**src/rtl/unified_mem_arbiter_if.sv**
```systemverilog
// Bundle of the I-fetch, D-data and memory-side signals of the unified memory arbiter.
// The slave modport is the arbiter; the master modport is the requesters plus the memory.
interface unified_mem_arbiter_if;
  logic        i_req;
  logic [31:0] i_addr;
  logic [31:0] i_rdata;
  logic        i_done;
  logic        i_stall;
  logic        d_req;
  logic        d_we;
  logic [31:0] d_addr;
  logic [31:0] d_wdata;
  logic [3:0]  d_be;
  logic [31:0] d_rdata;
  logic        d_done;
  logic        d_stall;
  logic        err;
  logic        mem_req;
  logic        mem_we;
  logic [31:0] mem_addr;
  logic [31:0] mem_wdata;
  logic [3:0]  mem_be;
  logic        mem_ack;
  logic [31:0] mem_rdata;

  modport slave (
    input  i_req, i_addr, d_req, d_we, d_addr, d_wdata, d_be, mem_ack, mem_rdata,
    output i_rdata, i_done, i_stall, d_rdata, d_done, d_stall, err,
           mem_req, mem_we, mem_addr, mem_wdata, mem_be
  );

  modport master (
    output i_req, i_addr, d_req, d_we, d_addr, d_wdata, d_be, mem_ack, mem_rdata,
    input  i_rdata, i_done, i_stall, d_rdata, d_done, d_stall, err,
           mem_req, mem_we, mem_addr, mem_wdata, mem_be
  );
endinterface

```
**src/rtl/unified_mem_arbiter.sv**
```systemverilog
// Single-ported memory shared between instruction fetch and data access: one access in
// flight, D-priority with bounded I starvation, and a timeout that abandons a dead memory.
module unified_mem_arbiter #(
  parameter int MAX_STARVE = 4,
  parameter int TIMEOUT    = 64,
  parameter int CNT_W      = 7
) (
  input  logic                 clk,
  input  logic                 clr,
  unified_mem_arbiter_if.slave bus
);
  localparam int SW = $clog2(MAX_STARVE + 1);

  typedef enum logic [1:0] {IDLE, BUSY_I, BUSY_D, RESP} state_e;

  state_e           state_q, state_d;
  logic [SW-1:0]    starve_cnt_q, starve_cnt_d;
  logic [CNT_W-1:0] tmo_cnt_q, tmo_cnt_d;
  logic             mem_req_q, mem_req_d;
  logic             mem_we_q, mem_we_d;
  logic [31:0]      mem_addr_q, mem_addr_d;
  logic [31:0]      mem_wdata_q, mem_wdata_d;
  logic [3:0]       mem_be_q, mem_be_d;
  logic [31:0]      i_rdata_q, i_rdata_d;
  logic [31:0]      d_rdata_q, d_rdata_d;
  logic             i_done_q, i_done_d;
  logic             d_done_q, d_done_d;
  logic             err_q, err_d;
  logic             grant_i;
  logic             timed_out;

  always_comb begin
    state_d      = state_q;
    starve_cnt_d = starve_cnt_q;
    tmo_cnt_d    = '0;
    mem_req_d    = mem_req_q;
    mem_we_d     = mem_we_q;
    mem_addr_d   = mem_addr_q;
    mem_wdata_d  = mem_wdata_q;
    mem_be_d     = mem_be_q;
    i_rdata_d    = i_rdata_q;
    d_rdata_d    = d_rdata_q;
    i_done_d     = 1'b0;
    d_done_d     = 1'b0;
    err_d        = 1'b0;
    grant_i      = bus.i_req && (!bus.d_req || starve_cnt_q == SW'(MAX_STARVE));
    timed_out    = (tmo_cnt_q == CNT_W'(TIMEOUT - 1));

    case (state_q)
      IDLE: begin
        if (!bus.i_req) starve_cnt_d = '0;
        if (grant_i) begin
          state_d      = BUSY_I;
          mem_req_d    = 1'b1;
          mem_we_d     = 1'b0;
          mem_addr_d   = {bus.i_addr[31:2], 2'b00};
          mem_wdata_d  = '0;
          mem_be_d     = 4'hF;
          starve_cnt_d = '0;
        end else if (bus.d_req) begin
          state_d     = BUSY_D;
          mem_req_d   = 1'b1;
          mem_we_d    = bus.d_we;
          mem_addr_d  = {bus.d_addr[31:2], 2'b00};
          mem_wdata_d = bus.d_wdata;
          mem_be_d    = bus.d_we ? bus.d_be : 4'hF;
          // D only wins over a waiting I below MAX_STARVE, so this never overflows
          if (bus.i_req) starve_cnt_d = starve_cnt_q + SW'(1);
        end
      end
      BUSY_I, BUSY_D: begin
        tmo_cnt_d = tmo_cnt_q + CNT_W'(1);
        if (bus.mem_ack || timed_out) begin
          state_d   = RESP;
          mem_req_d = 1'b0;
          tmo_cnt_d = '0;
          err_d     = !bus.mem_ack;
          if (state_q == BUSY_I) begin
            i_done_d  = 1'b1;
            i_rdata_d = bus.mem_ack ? bus.mem_rdata : '0;
          end else begin
            d_done_d = 1'b1;
            if (!bus.mem_ack)  d_rdata_d = '0;
            else if (!mem_we_q) d_rdata_d = bus.mem_rdata;
          end
        end
      end
      RESP:    state_d = IDLE;
      default: state_d = IDLE;
    endcase
  end

  always_ff @(posedge clk) begin
    if (clr) begin
      state_q      <= IDLE;
      starve_cnt_q <= '0;
      tmo_cnt_q    <= '0;
      mem_req_q    <= 1'b0;
      mem_we_q     <= 1'b0;
      mem_addr_q   <= '0;
      mem_wdata_q  <= '0;
      mem_be_q     <= '0;
      i_rdata_q    <= '0;
      d_rdata_q    <= '0;
      i_done_q     <= 1'b0;
      d_done_q     <= 1'b0;
      err_q        <= 1'b0;
    end else begin
      state_q      <= state_d;
      starve_cnt_q <= starve_cnt_d;
      tmo_cnt_q    <= tmo_cnt_d;
      mem_req_q    <= mem_req_d;
      mem_we_q     <= mem_we_d;
      mem_addr_q   <= mem_addr_d;
      mem_wdata_q  <= mem_wdata_d;
      mem_be_q     <= mem_be_d;
      i_rdata_q    <= i_rdata_d;
      d_rdata_q    <= d_rdata_d;
      i_done_q     <= i_done_d;
      d_done_q     <= d_done_d;
      err_q        <= err_d;
    end
  end

  assign bus.mem_req   = mem_req_q;
  assign bus.mem_we    = mem_we_q;
  assign bus.mem_addr  = mem_addr_q;
  assign bus.mem_wdata = mem_wdata_q;
  assign bus.mem_be    = mem_be_q;
  assign bus.i_rdata   = i_rdata_q;
  assign bus.d_rdata   = d_rdata_q;
  assign bus.i_done    = i_done_q;
  assign bus.d_done    = d_done_q;
  assign bus.err       = err_q;
  // Stalls stay combinational so the hazard unit releases in the done cycle itself
  assign bus.i_stall   = bus.i_req & ~i_done_q;
  assign bus.d_stall   = bus.d_req & ~d_done_q;
endmodule

```
**src/flat_wrapper.sv**
```systemverilog
// flat-port wrapper written by rule: the top's interface ports become plain ports
module unified_mem_arbiter_flat 
#(
  parameter int MAX_STARVE = 4,
  parameter int TIMEOUT    = 64,
  parameter int CNT_W      = 7
)
  (clk, clr, bus_i_req, bus_i_addr, bus_d_req, bus_d_we, bus_d_addr, bus_d_wdata, bus_d_be, bus_mem_ack, bus_mem_rdata, bus_i_rdata, bus_i_done, bus_i_stall, bus_d_rdata, bus_d_done, bus_d_stall, bus_err, bus_mem_req, bus_mem_we, bus_mem_addr, bus_mem_wdata, bus_mem_be);
  unified_mem_arbiter_if bus_i ();
  input  logic clk;
  input  logic clr;
  input wire logic [$bits(bus_i.i_req)-1:0] bus_i_req;
  input wire logic [$bits(bus_i.i_addr)-1:0] bus_i_addr;
  input wire logic [$bits(bus_i.d_req)-1:0] bus_d_req;
  input wire logic [$bits(bus_i.d_we)-1:0] bus_d_we;
  input wire logic [$bits(bus_i.d_addr)-1:0] bus_d_addr;
  input wire logic [$bits(bus_i.d_wdata)-1:0] bus_d_wdata;
  input wire logic [$bits(bus_i.d_be)-1:0] bus_d_be;
  input wire logic [$bits(bus_i.mem_ack)-1:0] bus_mem_ack;
  input wire logic [$bits(bus_i.mem_rdata)-1:0] bus_mem_rdata;
  output wire logic [$bits(bus_i.i_rdata)-1:0] bus_i_rdata;
  output wire logic [$bits(bus_i.i_done)-1:0] bus_i_done;
  output wire logic [$bits(bus_i.i_stall)-1:0] bus_i_stall;
  output wire logic [$bits(bus_i.d_rdata)-1:0] bus_d_rdata;
  output wire logic [$bits(bus_i.d_done)-1:0] bus_d_done;
  output wire logic [$bits(bus_i.d_stall)-1:0] bus_d_stall;
  output wire logic [$bits(bus_i.err)-1:0] bus_err;
  output wire logic [$bits(bus_i.mem_req)-1:0] bus_mem_req;
  output wire logic [$bits(bus_i.mem_we)-1:0] bus_mem_we;
  output wire logic [$bits(bus_i.mem_addr)-1:0] bus_mem_addr;
  output wire logic [$bits(bus_i.mem_wdata)-1:0] bus_mem_wdata;
  output wire logic [$bits(bus_i.mem_be)-1:0] bus_mem_be;
  assign bus_i.i_req = bus_i_req;
  assign bus_i.i_addr = bus_i_addr;
  assign bus_i.d_req = bus_d_req;
  assign bus_i.d_we = bus_d_we;
  assign bus_i.d_addr = bus_d_addr;
  assign bus_i.d_wdata = bus_d_wdata;
  assign bus_i.d_be = bus_d_be;
  assign bus_i.mem_ack = bus_mem_ack;
  assign bus_i.mem_rdata = bus_mem_rdata;
  assign bus_i_rdata = bus_i.i_rdata;
  assign bus_i_done = bus_i.i_done;
  assign bus_i_stall = bus_i.i_stall;
  assign bus_d_rdata = bus_i.d_rdata;
  assign bus_d_done = bus_i.d_done;
  assign bus_d_stall = bus_i.d_stall;
  assign bus_err = bus_i.err;
  assign bus_mem_req = bus_i.mem_req;
  assign bus_mem_we = bus_i.mem_we;
  assign bus_mem_addr = bus_i.mem_addr;
  assign bus_mem_wdata = bus_i.mem_wdata;
  assign bus_mem_be = bus_i.mem_be;
  unified_mem_arbiter #(.MAX_STARVE(MAX_STARVE), .TIMEOUT(TIMEOUT), .CNT_W(CNT_W)) u_core (.clk(clk), .clr(clr), .bus(bus_i));
endmodule
```
**config.mk**
```make
export PLATFORM = sky130hd
export DESIGN_NAME = unified_mem_arbiter_flat
export DESIGN_NICKNAME = d
export VERILOG_FILES = /design/src/rtl/unified_mem_arbiter_if.sv /design/src/rtl/unified_mem_arbiter.sv /design/src/flat_wrapper.sv
export SDC_FILE = /design/constraint.sdc
export NUM_CORES = 1
export LEC_CHECK = 0
export BUFFER_PORTS_ARGS = -buffer_cell sky130_fd_sc_hd__buf_2
export CAP_MARGIN = 20
export CORE_MARGIN = 2
export CORE_UTILIZATION = 47
export DETAILED_ROUTE_END_ITERATION = 8
export HOLD_SLACK_MARGIN = 0.12
export PLACE_DENSITY = 0.8
export SETUP_SLACK_MARGIN = 0.1
export SLEW_MARGIN = 20
export SYNTH_ARGS = -nofsm -noshare
export SYNTH_HDL_FRONTEND = slang
export SYNTH_SLANG_ARGS = --single-unit
```
**constraint.sdc**
```tcl
create_clock -name clk -period 2 [get_ports clk]
set_input_delay 0 -clock clk [delete_from_list [all_inputs] [get_ports clk]]
set_output_delay 0 -clock clk [all_outputs]
set_load 0.05 [all_outputs]
```
==> results of run 1 <==
## power by group
| part | internal [mW] | switching (mW) | leakage [nW] |
|---|---|---|---|
| logic | 1.77 | 4.69 | 2.81 |
| registers | 3.66 | 0.496 | 1.20 |
| clock network | 1.90 | 1.27 | 0.273 |
| total | 7.33 | 6.46 | 4.29 |
## cell usage in the layout (no fill, tap or decap), types with 8 or more instances in the layout
cell and n:
dfxtp_1 147, a21oi_1 41, a22o_1 32, nor3_1 9, nand3_1 40, a21oi_2 30, clkbuf_16 17, buf_2 269
a211oi_1 31, mux2i_1 30, nand3_2 29, buf_4 15, dlygate4sd3_1 134, a22oi_1 32, nor2_1 46, inv_1 8
nand2_1 39
## worst paths after layout
check | to | from
worst max register to register | u_core.bus.mem_addr[19]$_SDFFE_PP0P_ | u_core.starve_cnt_q[0]$_SDFFE_PP0N_
worst min register to register | u_core.bus.mem_wdata[24]$_SDFFE_PP0P_ | u_core.bus.mem_wdata[24]$_SDFFE_PP0P_
worst min-delay path | u_core.bus.i_rdata[30]$_SDFFE_PP0P_ | bus_mem_rdata[30]
worst max-delay path | u_core.bus.mem_addr[19]$_SDFFE_PP0P_ | u_core.starve_cnt_q[0]$_SDFFE_PP0N_
## flip-flops by register name (all words and copies together) (netlist names)
name,count
u_core.bus.d_rdata,32
u_core.bus.i_rdata,32
u_core.bus.mem_wdata,32
u_core.bus.mem_addr,30
u_core.tmo_cnt_q,7
u_core.bus.mem_be,4
u_core.starve_cnt_q,3
u_core.state_q,2
u_core.bus.d_done,1
u_core.bus.err,1
u_core.bus.i_done,1
u_core.bus.mem_req,1
u_core.bus.mem_we,1
## worst min-delay path: stages
cell and delay, ns:
dlygate4sd3_1 0.51, buf_2 0.11, a22o_1 0.12
## layer usage
| layer | wire length, µm | share of wire [%] |
|---|---|---|
| met1 | 8320 | 38 |
| met2 | 10800 | 49 |
| met3 | 1800 | 8.1 |
| met4 | 1200 | 5.4 |
| met5 | 0 | 0 |
## through the flow
| step | instance area (µm²) | std cells |
|---|---|---|
| floorplan | 6080 | 618 |
| global placement | 7480 | 1018 |
| detailed placement | 7480 | 1018 |
| CTS | 9410 | 1184 |
| global route | 9420 | 1185 |
| finish | 9420 | 1185 |
## logic make-up (layout without fill, tap and decap cells)
family / after synthesis / count (layout) / share of synthesized area, %
AOI/OAI and AO/OA: 180 / 180 / 22.0
DFF: 147 / 147 / 48.4
adders and majority gates: 6 / 6 / 1.24
other: 1 / 3 / 0.0617
xor gates and xnor gates: 4 / 4 / 0.576
buffers and inverters: 68 / 462 / 6.53
muxes: 30 / 30 / 4.94
and+or+nand+nor: 181 / 181 / 16.3
## timing repair
item                       CTS  global route
hold buffers               134             0
resized for setup            0             2
hold endpoints to repair   144             0
setup endpoints to repair    0             5
## final cells by class
type | count | share of cell area (%)
Antenna cell | 1 | 0.0266
Clock inverter | 13 | 1.42
Timing Repair Buffer | 422 | 30.6
Tap cell | 172 | 2.28
Clock buffer | 19 | 4.81
Sequential cell | 147 | 31.2
Inverter | 8 | 0.319
Multi-Input combinational cell | 403 | 29.3
==> flow_summary.ini, run 1 <==
[critical_path]
slowest_delay_ns = 0.36
worstPathArrival_ns = 2.09
worst_path_max_delay_cell = dfxtp_1
crit_chain = inv_1 > ha_1 > a21bo_4 > nand2_8 > buf_12 > mux2i_1 > a211oi_1
required_ns = 2.26
path_delay_family = compound AO/OA/AOI/OAI gates
reg2regPathDepth = 7
rrSetupSlack_ns = 0.17
path_max_fanout = 15
worstSetupEndpointType = flop
path_class = flop to flop
crit_cells = 7
critPathBufInv = 2
start_kind = flop

[pwr]
leakagePower_nw = 4.29
p_total_mw = 13.8
peakVddDrop_mv = 1.02
cellPowerDensity_nw_per_um2 = 1460

[run_status]
status = completed

[timing]
finalCritPeriodShare_pct = 91.6
maxSlewViolCount = 0
timing.fmax_mhz = 546
hold_violations = 0
fin_worst_skew_ns = 0.00729
timing.setup.tns_ns = 0
relSlewSlack_pct = 50.9
worst_pin_slew_ns = 0.734
setup_slack_ns = 0.168
grt_setup_unrepaired = true
timing.final.crit_period_ns = 1.83
holdWs_ns = 0.358
setup_viol = 0

[place]
io_buffers = 270
pre_cts_slack_ns = 0.182
gp_congestion = 0.804
hpwl_um = 11400

[final_layout]
syn2layout_area_growth_pct = 55.0
drive_gt1_share_pct = 38.2
fill_cells = 784
layout.nets = 1143
final_util_pct = 74.6
multi_input_area_um2 = 2760
final-seq-area_um2 = 2940

[worst_hold_path]
min_path_cells = 3
hold_path.class = input pin to flop

[logic_synthesis]
yosysMostFrequentCell = dfxtp_1
syn_area_um2 = 6080
netlist.area_leader.share_pct = 48.4
syn_area_per_cell_um2 = 9.85
async_flop_share_pct = 0
synth_top_cells_by_count = dfxtp_1 (147), nor2_1 (47), a21oi_1 (41)
ys_seq_area_share_pct = 48.4
yosysWarnings = 0
ys_ff_latch = 147
ys_top_cells_by_area = dfxtp_1 (48%), mux2i_1 (4.9%), nand3_2 (4.8%), a22o_1 (4.6%), a21oi_2 (4.3%)
synth_top_flop_cell = dfxtp_1
syn_inst = 617
yosysUniqueCellTypes = 42
yosysTopAreaCell = dfxtp_1
synth_edf_count = 0

[clocking]
path_clk_slew_ns = 0.06
clkLatencyLatePin_ns = 0.41
cts_buffers = 17
cts_max_path_buffers = 2
clock_sinks = 147
post_cts_buffers = 0
cts_tree = yes
htree_levels = 4
clockRootBuffer = clkbuf_16

[detailed_routing]
drc = 0
vias = 6477
antenna_left = 0
viasPerCell = 5.47
dr.pass1.iters = 5
wl_um = 22100
drt_iter0_drc = 566
wire_per_inst_um = 18.6

[floorplanning]
ioPinCount = 277
fp.dieH_um = 118
core_um2 = 12600
initial_core_util_pct = 48.2
row_count = 41
design.die.area_um2 = 13900
fp.dieW_um = 118

[global_routing]
grt_pass1_vias = 6618
gr-usage-met1_pct = 35.0
grt_pass1_wl_um = 35000
antenna_found_initial = 1
grt_start_max_net_pins = 62
grt-busiest-layer = met2
met2_usage_pct = 52.6
gr-usage-all-layers_pct = 31.3
gr-usage-met3_pct = 9.06
overflow = 0

[run]
drv_cap = 0
(Power assumes the default switching activity.)
==> run 2: changes to the inputs <==
Settings changed: CORE_MARGIN 2 to default, PLACE_DENSITY 0.8 to 0.86.
==> flow_summary.ini, run 2 (synthesis gave the netlist of run 1 again) <==
[final_layout]
syn2layout_area_growth_pct = 57.4
layout_common_cells = buf_2 (269), dfxtp_1 (147), dlygate4sd3_1 (134), nor2_1 (46), a21oi_1 (41)
layout.nets = 1144
final_common_cell = buf_2
stdcell_count = 1185
drive_gt1_share_pct = 39.2
n_antenna_cell = 0

[floorplanning]
core_um2 = 12600
fp.dieH_um = 116
ioPinCount = 277
initial_core_util_pct = 48.2
row_count = 41
fp.dieW_um = 116
design.die.area_um2 = 13400

[timing]
worst_pin_slew_ns = 0.744
fin_worst_skew_ns = 0.00779
holdWs_ns = 0.360
setup_slack_ns = 0.0169
finalCritPeriodShare_pct = 99.2
hold_violations = 0
maxSlewViolCount = 0
setup_viol = 0
relSlewSlack_pct = 49.9
timing.fmax_mhz = 504
timing.final.crit_period_ns = 1.98

[worst_hold_path]
min-delay-start = bus_mem_rdata[22]
hold_path.class = input pin to flop

[place]
hpwl_um = 11100
dp.cells = 1015
pre_cts_slack_ns = 0.134
io_buffers = 270
gp_congestion = 0.776

[critical_path]
worstSetupEndpointType = flop
path_class = flop to flop
reg2regPathDepth = 7
timing.critical_path.from = u_core.starve_cnt_q[0]$_SDFFE_PP0N_
rrSetupSlack_ns = 0.02
endpoint = u_core.bus.mem_addr[18]$_SDFFE_PP0P_
path_max_fanout = 10
worstPathArrival_ns = 2.25
start_kind = flop
r2r-end = u_core.bus.mem_addr[18]$_SDFFE_PP0P_
timing.rr.start = u_core.starve_cnt_q[0]$_SDFFE_PP0N_
required_ns = 2.27

[clocking]
clockRootBuffer = clkbuf_16
clkLatencyLatePin_ns = 0.42
clock_sinks = 147
cts_buffers = 17
cts_tree = yes
cts_max_path_buffers = 2
htree_levels = 4
path_clk_slew_ns = 0.06

[detailed_routing]
dr.pass1.iters = 8
vias = 6783
viasPerCell = 5.72
drt_iter0_drc = 910
wl_um = 23900
wire_per_inst_um = 20.2
drc = 0
antenna_left = 0

[global_routing]
grt_pass1_wl_um = 35400
antenna_found_initial = 1
overflow = 0
grt_start_max_net_pins = 63
grt_pass1_vias = 6702
gr-usage-all-layers_pct = 35.2

[pwr]
combPwrFrac_pct = 47.0
sw_frac_of_total_pct = 46.8
cellPowerDensity_nw_per_um2 = 1470
intPower_mw = 7.50
pwr-share-clk_pct = 23.3
leakagePower_nw = 4.33
peakVddDrop_mv = 0.903
p_sw_mw = 6.59
seq_power_share_pct = 29.7

[run_status]
status = completed

[run]
drv_cap = 0
## run 2: cell types whose count changed in the layout (fill, tap and decap cells not counted), moves of 3 or more
cell	before	now
mux2i_2	0	3
clkinv_4	0	3
mux2i_1	30	25
buf_4	15	11
clkinvlp_4	6	3
## run 2: worst min-delay path by stage
stage                                     endpoint  slack [ns]  cells past startpoint
2_1_floorplan       u_core.tmo_cnt_q[6]$_SDFF_PP0_        0.08                      1
3_3_place_gp   u_core.bus.i_rdata[15]$_SDFFE_PP0P_        0.23                      2
3_5_place_dp   u_core.bus.i_rdata[18]$_SDFFE_PP0P_        0.24                      2
4_1_cts         u_core.bus.i_rdata[2]$_SDFFE_PP0P_        0.34                      3
5_1_grt        u_core.bus.i_rdata[14]$_SDFFE_PP0P_        0.37                      3
6_report       u_core.bus.i_rdata[22]$_SDFFE_PP0P_        0.36                      3
## run 2: stage by stage
stage	TNS, ns	utilization, %	instance area (µm²)	total power, mW
final	0	75.8	9570	14.1
after global placement	0	59.4	7500	10.1
after global routing	-0.0336	75.8	9570	14.7
after CTS	0	74.9	9450	13.7
after detailed placement	0	59.4	7500	10.2
after floorplan	0	-	6080	8.74
## run 2: critical path: stages (launching register included)
cell and delay [ns]:
dfxtp_1 0.36, inv_1 0.07, ha_1 0.25, a21bo_4 0.26
nand2_8 0.12, buf_16 0.17, mux2i_2 0.44, a211oi_1 0.15
## run 2: power groups by stage
stage | Combinational [mW] | Clock (mW) | Sequential (mW)
finish | 6.63 | 3.29 | 4.18
CTS | 6.29 | 3.28 | 4.10
floorplan | 2.22 | 0 | 6.52
global route | 6.96 | 3.44 | 4.25
global placement | 5.94 | 0 | 4.12
detailed placement | 6.04 | 0 | 4.14
## run 2: area by class of cell
| class | instances | area (µm²) |
|---|---|---|
| Timing Repair Buffer | 423 | 2950 |
| Sequential cell | 147 | 2940 |
| Fill cell | 750 | 3050 |
| Tap cell | 172 | 215 |
| Clock inverter | 13 | 159 |
| Multi-Input combinational cell | 403 | 2810 |
| Inverter | 8 | 30.0 |
| Clock buffer | 19 | 453 |
## run 2: repair_timing
item / in CTS / in global routing
hold buffers: 134 / 0
resized for setup: 0 / 15
endpoints found under the setup margin: 0 / 43
buffers inserted: 0 / 3
hold endpoints to repair: 141 / 0
## run 2: per-layer routing
metal / GRT usage (%) / part of all wire, % / up-vias
met5: 3.33 / 0.058 / -
met4: 24.8 / 5.8 / 2
met3: 16.4 / 9.8 / 132
met2: 55.7 / 48 / 506
met1: 37.0 / 36 / 3153
li1: - / - / 2990
==> run 3: changes to the inputs <==
Settings changed: CORE_UTILIZATION 47 to 25, PLACE_DENSITY 0.86 to 0.54.
==> flow_summary.ini, run 3 (synthesis gave the netlist of run 1 again) <==
[pwr]
pwr-share-clk_pct = 24.7
leakagePower_nw = 4.33
combPwrFrac_pct = 45.7
p_sw_mw = 6.26
intPower_mw = 7.57
cellPowerDensity_nw_per_um2 = 1430
sw_frac_of_total_pct = 45.2
peakVddDrop_mv = 0.560
seq_power_share_pct = 29.7

[detailed_routing]
antenna_left = 0
viasPerCell = 4.49
dr.pass1.iters = 4
drc = 0
wire_per_inst_um = 15.2
vias = 5971
drt_iter0_drc = 316
wl_um = 20200

[timing]
timing.setup.tns_ns = 0
fin_worst_skew_ns = 0.00928
timing.final.crit_period_ns = 1.80
grt_setup_unrepaired = true
maxSlewViolCount = 0
timing.fmax_mhz = 556
setup_slack_ns = 0.200
relSlewSlack_pct = 54.1
setup_viol = 0
hold_violations = 0
worst_pin_slew_ns = 0.688
holdWs_ns = 0.350
finalCritPeriodShare_pct = 90.0

[critical_path]
start_kind = flop
critPathBufInv = 2
worst_path_max_delay_cell = dfxtp_1
slowest_delay_ns = 0.36
required_ns = 2.32
rrSetupSlack_ns = 0.20
timing.critical_path.from = u_core.starve_cnt_q[0]$_SDFFE_PP0N_
path_class = flop to flop
crit_chain = inv_1 > ha_1 > a21bo_4 > nand2_8 > buf_4 > mux2i_1 > a211oi_1
path_delay_family = compound AO/OA/AOI/OAI gates
timing.rr.start = u_core.starve_cnt_q[0]$_SDFFE_PP0N_
worstPathArrival_ns = 2.12
r2r-end = u_core.bus.mem_addr[10]$_SDFFE_PP0P_
worstSetupEndpointType = flop
path_max_fanout = 23
reg2regPathDepth = 7

[final_layout]
layout_common_cells = buf_2 (269), dfxtp_1 (147), dlygate4sd3_1 (133), nor2_1 (46), a21oi_1 (41)
multi_input_area_um2 = 2770
final_common_cell = buf_2
fill_cells = 2385
layout.nets = 1143
final-seq-area_um2 = 2940
postLayoutCellArea_um2 = 9680
syn2layout_area_growth_pct = 59.2
drive_gt1_share_pct = 38.5

[global_routing]
grt_pass1_wl_um = 30300
grt_pass1_vias = 5981
grt_start_max_net_pins = 98
gr-usage-all-layers_pct = 15.6
antenna_found_initial = 1
overflow = 0

[clocking]
clkLatencyLatePin_ns = 0.41
htree_levels = 4
clockRootBuffer = clkbuf_16
clock_sinks = 147
cts_tree = yes
cts_max_path_buffers = 2
post_cts_buffers = 0
path_clk_slew_ns = 0.07
cts_buffers = 17

[place]
hpwl_um = 12500
placed_area_um2 = 7680
pre_cts_slack_ns = 0.145
gp_congestion = 0.742
io_buffers = 270

[worst_hold_path]
min_to = u_core.bus.i_rdata[9]$_SDFFE_PP0P_
min_path_cells = 3
min-delay-start = bus_mem_rdata[9]
hold_path.class = input pin to flop

[run]
drv_cap = 0

[floorplanning]
fp.dieH_um = 158
row_count = 56
design.die.area_um2 = 24900
ioPinCount = 277
core_um2 = 23700
fp.dieW_um = 158
initial_core_util_pct = 25.7

[run_status]
status = completed
## run 3: cell types whose count changed in the layout (fill, tap and decap cells not counted), moves of 2 or more
cell      previous run  this run
mux2i_4              2         0
a211oi_1            29        31
buf_4               11        13
mux2i_1             25        30
mux2i_2              3         0
clkinv_2             4         2
a211oi_2             2         0
## run 3: power by group through the flow
stage	Combinational (mW)	Sequential (mW)	Clock [mW]
6_report	6.32	4.10	3.41
5_1_grt	6.75	4.20	3.64
4_1_cts	6.35	4.10	3.53
3_5_place_dp	6.14	4.15	0
3_3_place_gp	6.12	4.13	0
2_1_floorplan	2.22	6.52	0
## run 3: what timing repair did
item,4_1_cts,5_1_grt
endpoints found under the hold margin,146,0
setup endpoints to repair,0,87
gates resized for setup,0,5
hold buffers,134,0
## run 3: worst max-delay path by stage
| stage | end | slack [ns] | cells past startpoint |
|---|---|---|---|
| 2_1_floorplan | u_core.bus.d_rdata[10]$_SDFFE_PP0P_ | 0.34 | 7 |
| 3_3_place_gp | u_core.bus.d_rdata[31]$_SDFFE_PP0P_ | 0.18 | 6 |
| 6_report | u_core.bus.mem_addr[10]$_SDFFE_PP0P_ | 0.20 | 7 |
| 4_1_cts | u_core.bus.mem_addr[10]$_SDFFE_PP0P_ | 0.15 | 6 |
| 5_1_grt | u_core.bus.mem_addr[8]$_SDFFE_PP0P_ | 0.08 | 6 |
| 3_5_place_dp | u_core.bus.mem_addr[10]$_SDFFE_PP0P_ | 0.14 | 6 |
## run 3: metal layers
metal  vias to the layer above  part of all wire [%]  GRT usage [%]
met5                         -                     0              0
met1                      2790                    43           18.0
met3                        30                   4.3           3.42
met2                       158                    50           27.8
li1                       2993                     -              -
met4                         0                   2.3           6.43
## run 3: area by class of cell
| type | instances | area share [%] |
|---|---|---|
| multi-input combinational | 403 | 28.6 |
| antenna | 1 | 0.0259 |
| clock inverter | 12 | 1.86 |
| sequential | 147 | 30.4 |
| tap | 319 | 4.12 |
| inverter | 8 | 0.310 |
| timing repair buffer | 422 | 30.1 |
| clock buffer | 19 | 4.58 |
## run 3: metrics by stage
stage          power (mW)  utilization, %  std cells
2_1_floorplan        8.74               -        618
3_3_place_gp         10.3            32.4       1165
3_5_place_dp         10.3            32.4       1165
4_1_cts              14.0            40.7       1330
5_1_grt              14.6            40.9       1331
6_report             13.8            40.9       1331
## run 3: worst register-to-register path, cell delays in order, from the launching register on
cell	delay, ns
dfxtp_1	0.36
inv_1	0.07
ha_1	0.22
a21bo_4	0.26
nand2_8	0.21
buf_4	0.24
mux2i_1	0.08
a211oi_1	0.27
